<file path="src/rtl/hctrl_pkg.sv">
// Purpose: shared select constants, in-flight slot record and match helpers for the hazard controller.
// Latency: n/a (types and pure functions only).
// Backpressure: n/a.
package hctrl_pkg;

  localparam int HCTRL_ADDR_W = 5;

  // EXE operand select encodings: where the operand is taken from
  localparam logic [1:0] FWD_REGF  = 2'd0;  // register file read in DEC
  localparam logic [1:0] FWD_MEM   = 2'd1;  // producer now in EXE, result at mem_exe
  localparam logic [1:0] FWD_WB    = 2'd2;  // producer now in MEM, result at wb_exe
  localparam logic [1:0] FWD_WBDEC = 2'd3;  // producer now in WB, result at wb_dec

  // One in-flight instruction as seen by the hazard logic
  typedef struct packed {
    logic                    valid;
    logic                    wr_en;
    logic                    is_load;
    logic [HCTRL_ADDR_W-1:0] dest;
  } slot_t;

  // A slot feeds a source only if it really writes a nonzero register the source reads
  function automatic logic slot_hit(input slot_t s, input logic [HCTRL_ADDR_W-1:0] rs,
                                    input logic used);
    return s.valid && s.wr_en && (s.dest != '0) && (s.dest == rs) && used;
  endfunction

  // Nearest producer wins
  function automatic logic [1:0] pick_sel(input logic hit_e, input logic hit_m,
                                          input logic hit_w);
    if (hit_e)      return FWD_MEM;
    else if (hit_m) return FWD_WB;
    else if (hit_w) return FWD_WBDEC;
    return FWD_REGF;
  endfunction

endpackage

</file>
<file path="src/rtl/hctrl_inflight_tracker.sv">
// Purpose: 3-slot shift register (E/M/W) of instructions in EXE/MEM/WB, bubble inserted when DEC does not advance.
// Latency: decode slot lands in E one clk after presentation; moves one stage per clk.
// Backpressure: none; the caller gates in_vld with its stall and the slots always shift.
module hctrl_inflight_tracker
  import hctrl_pkg::*;
(
  input  logic  clk,
  input  logic  rst,
  input  logic  in_vld,
  input  slot_t dec_slot,
  output slot_t e_slot,
  output slot_t m_slot,
  output slot_t w_slot
);

  slot_t e_q, e_d;
  slot_t m_q, m_d;
  slot_t w_q, w_d;

  // Next-state: older slots advance, a non-advancing DEC becomes an invalid slot
  always_comb begin
    e_d = '0;
    if (in_vld) e_d = dec_slot;
    m_d = e_q;
    w_d = m_q;
  end

  // Slot registers, cleared to invalid by reset
  always_ff @(posedge clk or posedge rst) begin
    if (rst) begin
      e_q <= '0;
      m_q <= '0;
      w_q <= '0;
    end else begin
      e_q <= e_d;
      m_q <= m_d;
      w_q <= w_d;
    end
  end

  assign e_slot = e_q;
  assign m_slot = m_q;
  assign w_slot = w_q;

endmodule

</file>
<file path="src/rtl/hazard_fwd_ctrl.sv">
// Purpose: EXE operand forwarding selects and load-use stall/bubble control; optional perf counters with HCTRL_PERF_CNT_EN.
// Latency: selects registered 1 clk after decode presentation; stall/bubble combinational in the same cycle.
// Backpressure: emits hctrl_stall to hold PC and IF/DEC; accepts none itself.
module hazard_fwd_ctrl
  import hctrl_pkg::*;
#(
  parameter int REG_ADDR_W        = HCTRL_ADDR_W,  // must equal HCTRL_ADDR_W
  parameter int LOAD_STALL_CYCLES = 1              // legal range 1..2
) (
  input  logic                  clk,
  input  logic                  rst,
  input  logic                  dec_hctrl_valid,
  input  logic [REG_ADDR_W-1:0] dec_hctrl_rs1_add,
  input  logic [REG_ADDR_W-1:0] dec_hctrl_rs2_add,
  input  logic                  dec_hctrl_rs1_used,
  input  logic                  dec_hctrl_rs2_used,
  input  logic [REG_ADDR_W-1:0] dec_hctrl_reg_wr_add,
  input  logic                  dec_hctrl_reg_wr_en,
  input  logic                  dec_hctrl_is_load,
  output logic [1:0]            mux1_hctr,
  output logic [1:0]            mux2_hctr,
  output logic                  hctrl_stall,
`ifdef HCTRL_PERF_CNT_EN
  output logic [31:0]           hctrl_stall_cnt,
  output logic [31:0]           hctrl_fwd_cnt,
`endif
  output logic                  hctrl_bubble
);

  slot_t e_slot, m_slot, w_slot;
  slot_t dec_slot;
  logic  stall_c;

  logic hit1_e, hit1_m, hit1_w;
  logic hit2_e, hit2_m, hit2_w;
  logic load_hit_e, load_hit_m;

  logic [1:0] mux1_q, mux1_d;
  logic [1:0] mux2_q, mux2_d;

  // W-slot load flag is carried for uniformity; nothing downstream of WB needs it
  logic unused_w_is_load;
  assign unused_w_is_load = w_slot.is_load;

  // Pack the decode instruction into a tracker record
  always_comb begin
    dec_slot         = '0;
    dec_slot.valid   = dec_hctrl_valid;
    dec_slot.wr_en   = dec_hctrl_reg_wr_en;
    dec_slot.is_load = dec_hctrl_is_load;
    dec_slot.dest    = dec_hctrl_reg_wr_add;
  end

  hctrl_inflight_tracker u_tracker (
    .clk      (clk),
    .rst      (rst),
    .in_vld   (dec_hctrl_valid & ~stall_c),
    .dec_slot (dec_slot),
    .e_slot   (e_slot),
    .m_slot   (m_slot),
    .w_slot   (w_slot)
  );

  // Source/slot matching, load-use stall and next operand selects
  always_comb begin
    hit1_e = slot_hit(e_slot, dec_hctrl_rs1_add, dec_hctrl_rs1_used);
    hit1_m = slot_hit(m_slot, dec_hctrl_rs1_add, dec_hctrl_rs1_used);
    hit1_w = slot_hit(w_slot, dec_hctrl_rs1_add, dec_hctrl_rs1_used);
    hit2_e = slot_hit(e_slot, dec_hctrl_rs2_add, dec_hctrl_rs2_used);
    hit2_m = slot_hit(m_slot, dec_hctrl_rs2_add, dec_hctrl_rs2_used);
    hit2_w = slot_hit(w_slot, dec_hctrl_rs2_add, dec_hctrl_rs2_used);

    // A load result is not ready until it leaves MEM (penalty 1) or WB entry (penalty 2)
    load_hit_e = (hit1_e | hit2_e) & e_slot.is_load;
    load_hit_m = (hit1_m | hit2_m) & m_slot.is_load & (LOAD_STALL_CYCLES >= 2);
    stall_c    = dec_hctrl_valid & (load_hit_e | load_hit_m);

    // Stalled or empty decode slot puts a bubble in EXE, which reads the register file
    mux1_d = FWD_REGF;
    mux2_d = FWD_REGF;
    if (dec_hctrl_valid && !stall_c) begin
      mux1_d = pick_sel(hit1_e, hit1_m, hit1_w);
      mux2_d = pick_sel(hit2_e, hit2_m, hit2_w);
    end
  end

  // Select registers, valid while the consumer sits in EXE
  always_ff @(posedge clk or posedge rst) begin
    if (rst) begin
      mux1_q <= FWD_REGF;
      mux2_q <= FWD_REGF;
    end else begin
      mux1_q <= mux1_d;
      mux2_q <= mux2_d;
    end
  end

  assign mux1_hctr    = mux1_q;
  assign mux2_hctr    = mux2_q;
  assign hctrl_stall  = stall_c;
  assign hctrl_bubble = stall_c;

`ifdef HCTRL_PERF_CNT_EN
  logic [31:0] stall_cnt_q, stall_cnt_d;
  logic [31:0] fwd_cnt_q, fwd_cnt_d;

  // Count stall cycles and cycles where EXE takes any forwarded operand; both wrap
  always_comb begin
    stall_cnt_d = stall_cnt_q;
    fwd_cnt_d   = fwd_cnt_q;
    if (stall_c) stall_cnt_d = stall_cnt_q + 32'd1;
    if ((mux1_q != FWD_REGF) || (mux2_q != FWD_REGF)) fwd_cnt_d = fwd_cnt_q + 32'd1;
  end

  // Counter registers
  always_ff @(posedge clk or posedge rst) begin
    if (rst) begin
      stall_cnt_q <= '0;
      fwd_cnt_q   <= '0;
    end else begin
      stall_cnt_q <= stall_cnt_d;
      fwd_cnt_q   <= fwd_cnt_d;
    end
  end

  assign hctrl_stall_cnt = stall_cnt_q;
  assign hctrl_fwd_cnt   = fwd_cnt_q;
`endif

endmodule
</file>
<file path="config.mk">
export PLATFORM = sky130hd
export DESIGN_NAME = hazard_fwd_ctrl
export DESIGN_NICKNAME = d
export VERILOG_FILES = /design/src/rtl/hctrl_pkg.sv /design/src/rtl/hctrl_inflight_tracker.sv /design/src/rtl/hazard_fwd_ctrl.sv
export SDC_FILE = /design/constraint.sdc
export NUM_CORES = 1
export LEC_CHECK = 0
export ABC_AREA = 1
export BUFFER_PORTS_ARGS = -buffer_cell sky130_fd_sc_hd__buf_2
export CAP_MARGIN = 25
export CORE_MARGIN = 2
export CORE_UTILIZATION = 45
export DETAILED_ROUTE_END_ITERATION = 6
export GPL_TIMING_DRIVEN = 0
export PLACE_DENSITY = 0.67
export SLEW_MARGIN = 0
export SYNTH_ARGS = -nofsm -noshare
export SYNTH_HDL_FRONTEND = slang
export SYNTH_SLANG_ARGS = --single-unit
</file>
<file path="constraint.sdc">
create_clock -name clk -period 1.76 [get_ports clk]
set_input_delay 0.264 -clock clk [delete_from_list [all_inputs] [get_ports clk]]
set_output_delay 0.264 -clock clk [all_outputs]
set_load 0.05 [all_outputs]
</file>
======== Word level (Yosys, flattened, before mapping) ========
Index checks and enable logic that the tools add are counted.
word-level totals
  word-level logic and storage cells ...... 65
  input bits .............................. 22
  bits in registers ....................... 26
  output and inout port bits .............. 6
cells by class
  multiplexer cells ....................... 19
  reductions and logical operators ........ 23
  bitwise gates (word level) .............. 5
  equal/unequal tests ..................... 6
operator list
  operator             count
  $eq A5 B5 Y1         6
  $mux W2              10
  $logic_and A1 B1 Y1  19
  $reduce_bool A5 Y1   3
  $mux W1              8
  $mux W8              1
  $and A1 B1 Y1        3
  $logic_not A1 Y1     1
  $not A1 Y1           1
  $or A1 B1 Y1         1

======== Depth between registers and ports, before layout ========
  depth after elaboration ................. 12
  depth in mapped cells ................... 11
  depth with buffers taken out ............ 10

======== Modules after synthesis ========
From an unflattened synthesis, not the netlist that was laid out.
second synthesis, totals
  cells, all modules ...................... 215
  area total of the unflattened synthesis .. 1505.2 um2
modules (own cells, without submodules)
  module                  cells an instance  instances  sequential area each (um2)  area an instance (um2)
  hazard_fwd_ctrl         173                1          100.1                       835.8
  hctrl_inflight_tracker  42                 1          600.6                       669.4

======== Worst setup path after synthesis ========
No wires, ideal clock.
  path type ............................... register -> output
  start ................................... register u_tracker.e_q, in the netlist u_tracker.e_slot[4]
  end ..................................... output port hctrl_stall
  buffers on the path ..................... 1
  stages on the path, launching flop included .. 11
  arrival time ............................ 1.935 ns
  slack ................................... -0.439 ns
  required time ........................... 1.496 ns
  path through ............................ dfrtp_1 inv_1 nand2_1 nand2_1 nand2_1 nor2_1 nand3_2 nand2_1 nand2_2 nor2_1 buf_4
on the way
  longest elaborated chain between the ends .. 7
  elaborated cells on any way between the ends .. 11
  classes of those cells .................. eq/ne: 2; bitwise: 3; reduce/logical: 6
RTL lines
  item                               line                          source
  start: declaration                 hctrl_inflight_tracker.sv:16  slot_t e_q, e_d;
  start signal: assignment           hctrl_inflight_tracker.sv:31  e_q <= '0;
  start signal: assignment           hctrl_inflight_tracker.sv:35  e_q <= e_d;
  $reduce_bool A5 Y1                 hctrl_pkg.sv:25               return s.valid && s.wr_en && (s.dest != '0) && (s.dest == rs) && used;
  $logic_and A1 B1 Y1 (3 in series)  hctrl_pkg.sv:25
  $or A1 B1 Y1 (*)                   hazard_fwd_ctrl.sv:74         load_hit_e = (hit1_e | hit2_e) & e_slot.is_load;
  $and A1 B1 Y1 (*)                  hazard_fwd_ctrl.sv:74
  $and A1 B1 Y1 (*)                  hazard_fwd_ctrl.sv:76         stall_c = dec_hctrl_valid & (load_hit_e | load_hit_m);
  end: declaration                   hazard_fwd_ctrl.sv:22         output logic hctrl_stall,
Every way passes the cells marked *; elsewhere a longest branch is shown, timed or not.

======== Worst setup path after layout ========
  start ................................... register u_tracker.e_q, in the netlist u_tracker.e_slot[2]
  end ..................................... register mux1_q[0] (netlist: mux1_hctr[0])
on the way
  longest elaborated chain between the ends .. 10
  elaborated cells on any way between the ends .. 18
  classes of those cells .................. eq/ne: 2; mux: 5; bitwise: 3; reduce/logical: 8
RTL lines
  item                               line                   source
  $reduce_bool A5 Y1                 hctrl_pkg.sv:25
  $logic_and A1 B1 Y1 (3 in series)  hctrl_pkg.sv:25
  $or A1 B1 Y1                       hazard_fwd_ctrl.sv:74
  $and A1 B1 Y1                      hazard_fwd_ctrl.sv:74
  $and A1 B1 Y1                      hazard_fwd_ctrl.sv:76
  $logic_not A1 Y1                   hazard_fwd_ctrl.sv:81  if (dec_hctrl_valid && !stall_c) begin
  $logic_and A1 B1 Y1                hazard_fwd_ctrl.sv:81
  $mux W2 (*)                        hazard_fwd_ctrl.sv:81
  named net mux1_d[0]                hazard_fwd_ctrl.sv:38  logic [1:0] mux1_q, mux1_d;
  end signal: assignment             hazard_fwd_ctrl.sv:93  mux1_q <= mux1_d;
  end: declaration                   hazard_fwd_ctrl.sv:38
The timed path passes the listed nets; every way through them passes the cells marked *. The select of a mux whose other input is x is not followed.

==> summary.txt <==
Synth
  • Synth area leader: dfrtp_1
  • Synth area leaders: dfrtp_1 (45%), nand2_1 (19%), inv_1 (9.8%)
  • Synth Instances: 210
  • Synthesis-stage register bit count: 26
  • Cell area after synthesis: 0.00145 mm^2
  • Syn nets: 232
  • Sequential share of the synthesized area: 0.449
  • Synth cell types: 19
  • Ys Warns: 0
  • Share of the synthesized area in the top cell type: 0.449
  • Syn_area_per_cell: 6.90 um^2

GRT
  • Gr usage total: 0.200
  • GR Overflow Total: 0
  • Global-route wire length before repair: 5330 um
  • Antenna violations before repair: 0
  • Number of global-route vias before repair: 1232
  • Largest net degree at the start of global routing: 27

Clock network
  • CTS tree: yes
  • Clk root buf: clkbuf_4
  • Worst-Skew Late Latency: 320 ps
  • Num CTS Buffers: 3
  • Clk buf depth: 2
  • Clock transition at path regs: 140 ps
  • Clock Sinks: 26
  • H-tree depth: 1

Min path
  • Hold EP: u_tracker.e_slot[3]
  • Worst Hold Launch: dec_hctrl_reg_wr_add[3]
  • Hold Path Depth: 3
  • HP Class: input port to register

Critical path
  • Reg2Reg Depth: 13
  • R2R Path End: mux1_hctr[0]
  • WS Path Type: register to register
  • CP Capture Type: register
  • R2R setup slack: -180 ps
  • Startpoint Class: register
  • Critical path data required time: 2030 ps
  • RR Startpoint: u_tracker.e_slot[2]
  • CP startpoint: u_tracker.e_slot[2]
  • Crit path arrival time: 2210 ps
  • Crit Path Max Fanout: 5

Routing
  • Via count: 1348
  • Antenna Nets Post-Route: 0
  • DR iter-0 viols: 35
  • WL/cell: 11.0 um
  • DRC: 0
  • Vias per cell: 4.49
  • Wirelength, routed: 3300 um
  • First-pass DRT Iterations: 4

Final layout
  • Commonest non-fill, non-tap cell in the layout: nand2_1
  • Antenna Cells: 0
  • Layout area overhead: 30.1%
  • Layout cell share with drive strength beyond 1: 0.305
  • Most frequent cells in the layout: nand2_1 (72), inv_1 (34), nor2_1 (25), buf_2 (25), dfrtp_1 (25)
  • Final Instance Area: 0.00189 mm^2
  • Core Util, Final: 0.618
  • Fin cells: 300
  • Fin nets: 279

Floorplanning
  • Die ar.: 0.00369 mm^2
  • Die H: 60.7 um
  • Die W: 60.7 um
  • FP Rows: 20
  • I/O pin count: 28
  • Std-Cell Core Area: 0.00305 mm^2
  • Initial Utilization: 0.475

Placed design
  • Placed Cells: 281
  • Port bufs: 27
  • Area after DPL: 0.00165 mm^2
  • Gpl congestion: 0.880
  • Final HPWL DP: 2350 um

Pwr
  • Power Total: 1.27 mW
  • Worst VDD drop: 0.452 mV
  • Cell leakage power: 1.09 nW
  • PD cells: 672 mW/mm^2

Timing
  • Worst Skew: 2.47 ps
  • Setup ws final: -178 ps
  • Post-layout minimum cycle time: 1940 ps
  • Worst-Margin Slew: 434 ps
  • Final Hold Viols: 0
  • Setup violators final: 4
  • RSZ-0062 raised after global routing: yes
  • Final Cycle Share: 1.10
  • F_max: 516 MHz
  • Max Slew Vio Count: 0
  • Max-slew headroom: 0.711

Outcome
  • Status: finished with violations
  • Failing checks: negative setup slack

Flow run
  • Max_cap viols: 0
## worst max-delay path by stage
stage / cells past startpoint / end / slack [ps]
finish: 13 / mux1_hctr[0] / -180
global route: 11 / hctrl_stall / -310
CTS: 10 / hctrl_stall / -220
detailed placement: 11 / hctrl_stall / 3
global placement: 11 / hctrl_stall / 30
floorplan: 10 / hctrl_stall / 20
## synthesized netlist by cell type (all sizes together)
library cell	instances
a21oi	6
xor2	1
o21ai	8
nor2	37
dfrtp	26
nand2	76
buf	2
nor3	2
inv	42
nand4	1
nand3	9
## stage by stage
| step | TNS (ps) | hold slack (ps) | setup WS, ps |
|---|---|---|---|
| floorplan | 0 | 304 | 17.2 |
| global placement | 0 | 355 | 32.1 |
| detailed placement | 0 | 361 | 2.89 |
| CTS | -692 | 121 | -219 |
| global route | -1130 | 115 | -312 |
| finish | -640 | 131 | -178 |
## what timing repair did
| action | 4_1_cts | 5_1_grt |
|---|---|---|
| setup buffers | 12 | 2 |
| pin swaps | 11 | 7 |
| endpoints found under the setup margin | 2 | 4 |
| hold endpoints to repair | 0 | 7 |
| hold buffers | 0 | 1 |
| resized for setup | 11 | 8 |
## power breakdown
part | internal (mW) | switching [mW]
Clock | 0.230 | 0.182
Sequential | 0.623 | 0.0265
Combinational | 0.0838 | 0.120
Total | 0.938 | 0.329
## cell type report
cell class / count / area (um^2)
Inverter: 42 / 158
Buffer: 2 / 31.3
Sequential cell: 26 / 652
Clock buffer: 3 / 22.5
Fill cell: 301 / 1170
Clock inverter: 1 / 30.0
Multi-Input combinational cell: 140 / 647
Timing Repair Buffer: 42 / 290
Tap cell: 44 / 55.1
## cell families (layout without fill, tap and decap cells)
| logic type | count (synthesis) | in the layout | share of synthesized area |
|---|---|---|---|
| DFF | 26 | 26 | 0.449 |
| xor gates and xnor gates | 1 | 1 | 0.00605 |
| and+or+nand+nor | 125 | 125 | 0.366 |
| buffers and inverters | 44 | 90 | 0.128 |
| AOI/OAI and AO/OA | 14 | 14 | 0.0509 |
## worst max-delay path, cell delays in order, from the launching register on
cell and delay (ps):
dfrtp_1 460, xor2_1 180, nor2_1 140, nand3_2 100, buf_4 140, buf_6 100, buf_4 120, buf_4 120
buf_4 120, buf_4 120, buf_4 130, inv_2 30, a21oi_1 30, nor2_2 100
## flip-flops by register name, indices dropped and copies added (netlist names)
register and cells:
u_tracker.m_slot 7, u_tracker.e_slot 8, mux2_hctr 2, mux1_hctr 2, u_tracker.w_slot 7
## layer usage
layer	up-vias	global-route usage	share of wire
met2	31	0.330	0.48
li1	712	-	-
met4	0	0.0745	0.018
met5	-	0	0
met1	598	0.274	0.46
met3	7	0.0192	0.036
Power figures use the tool's default switching activity.
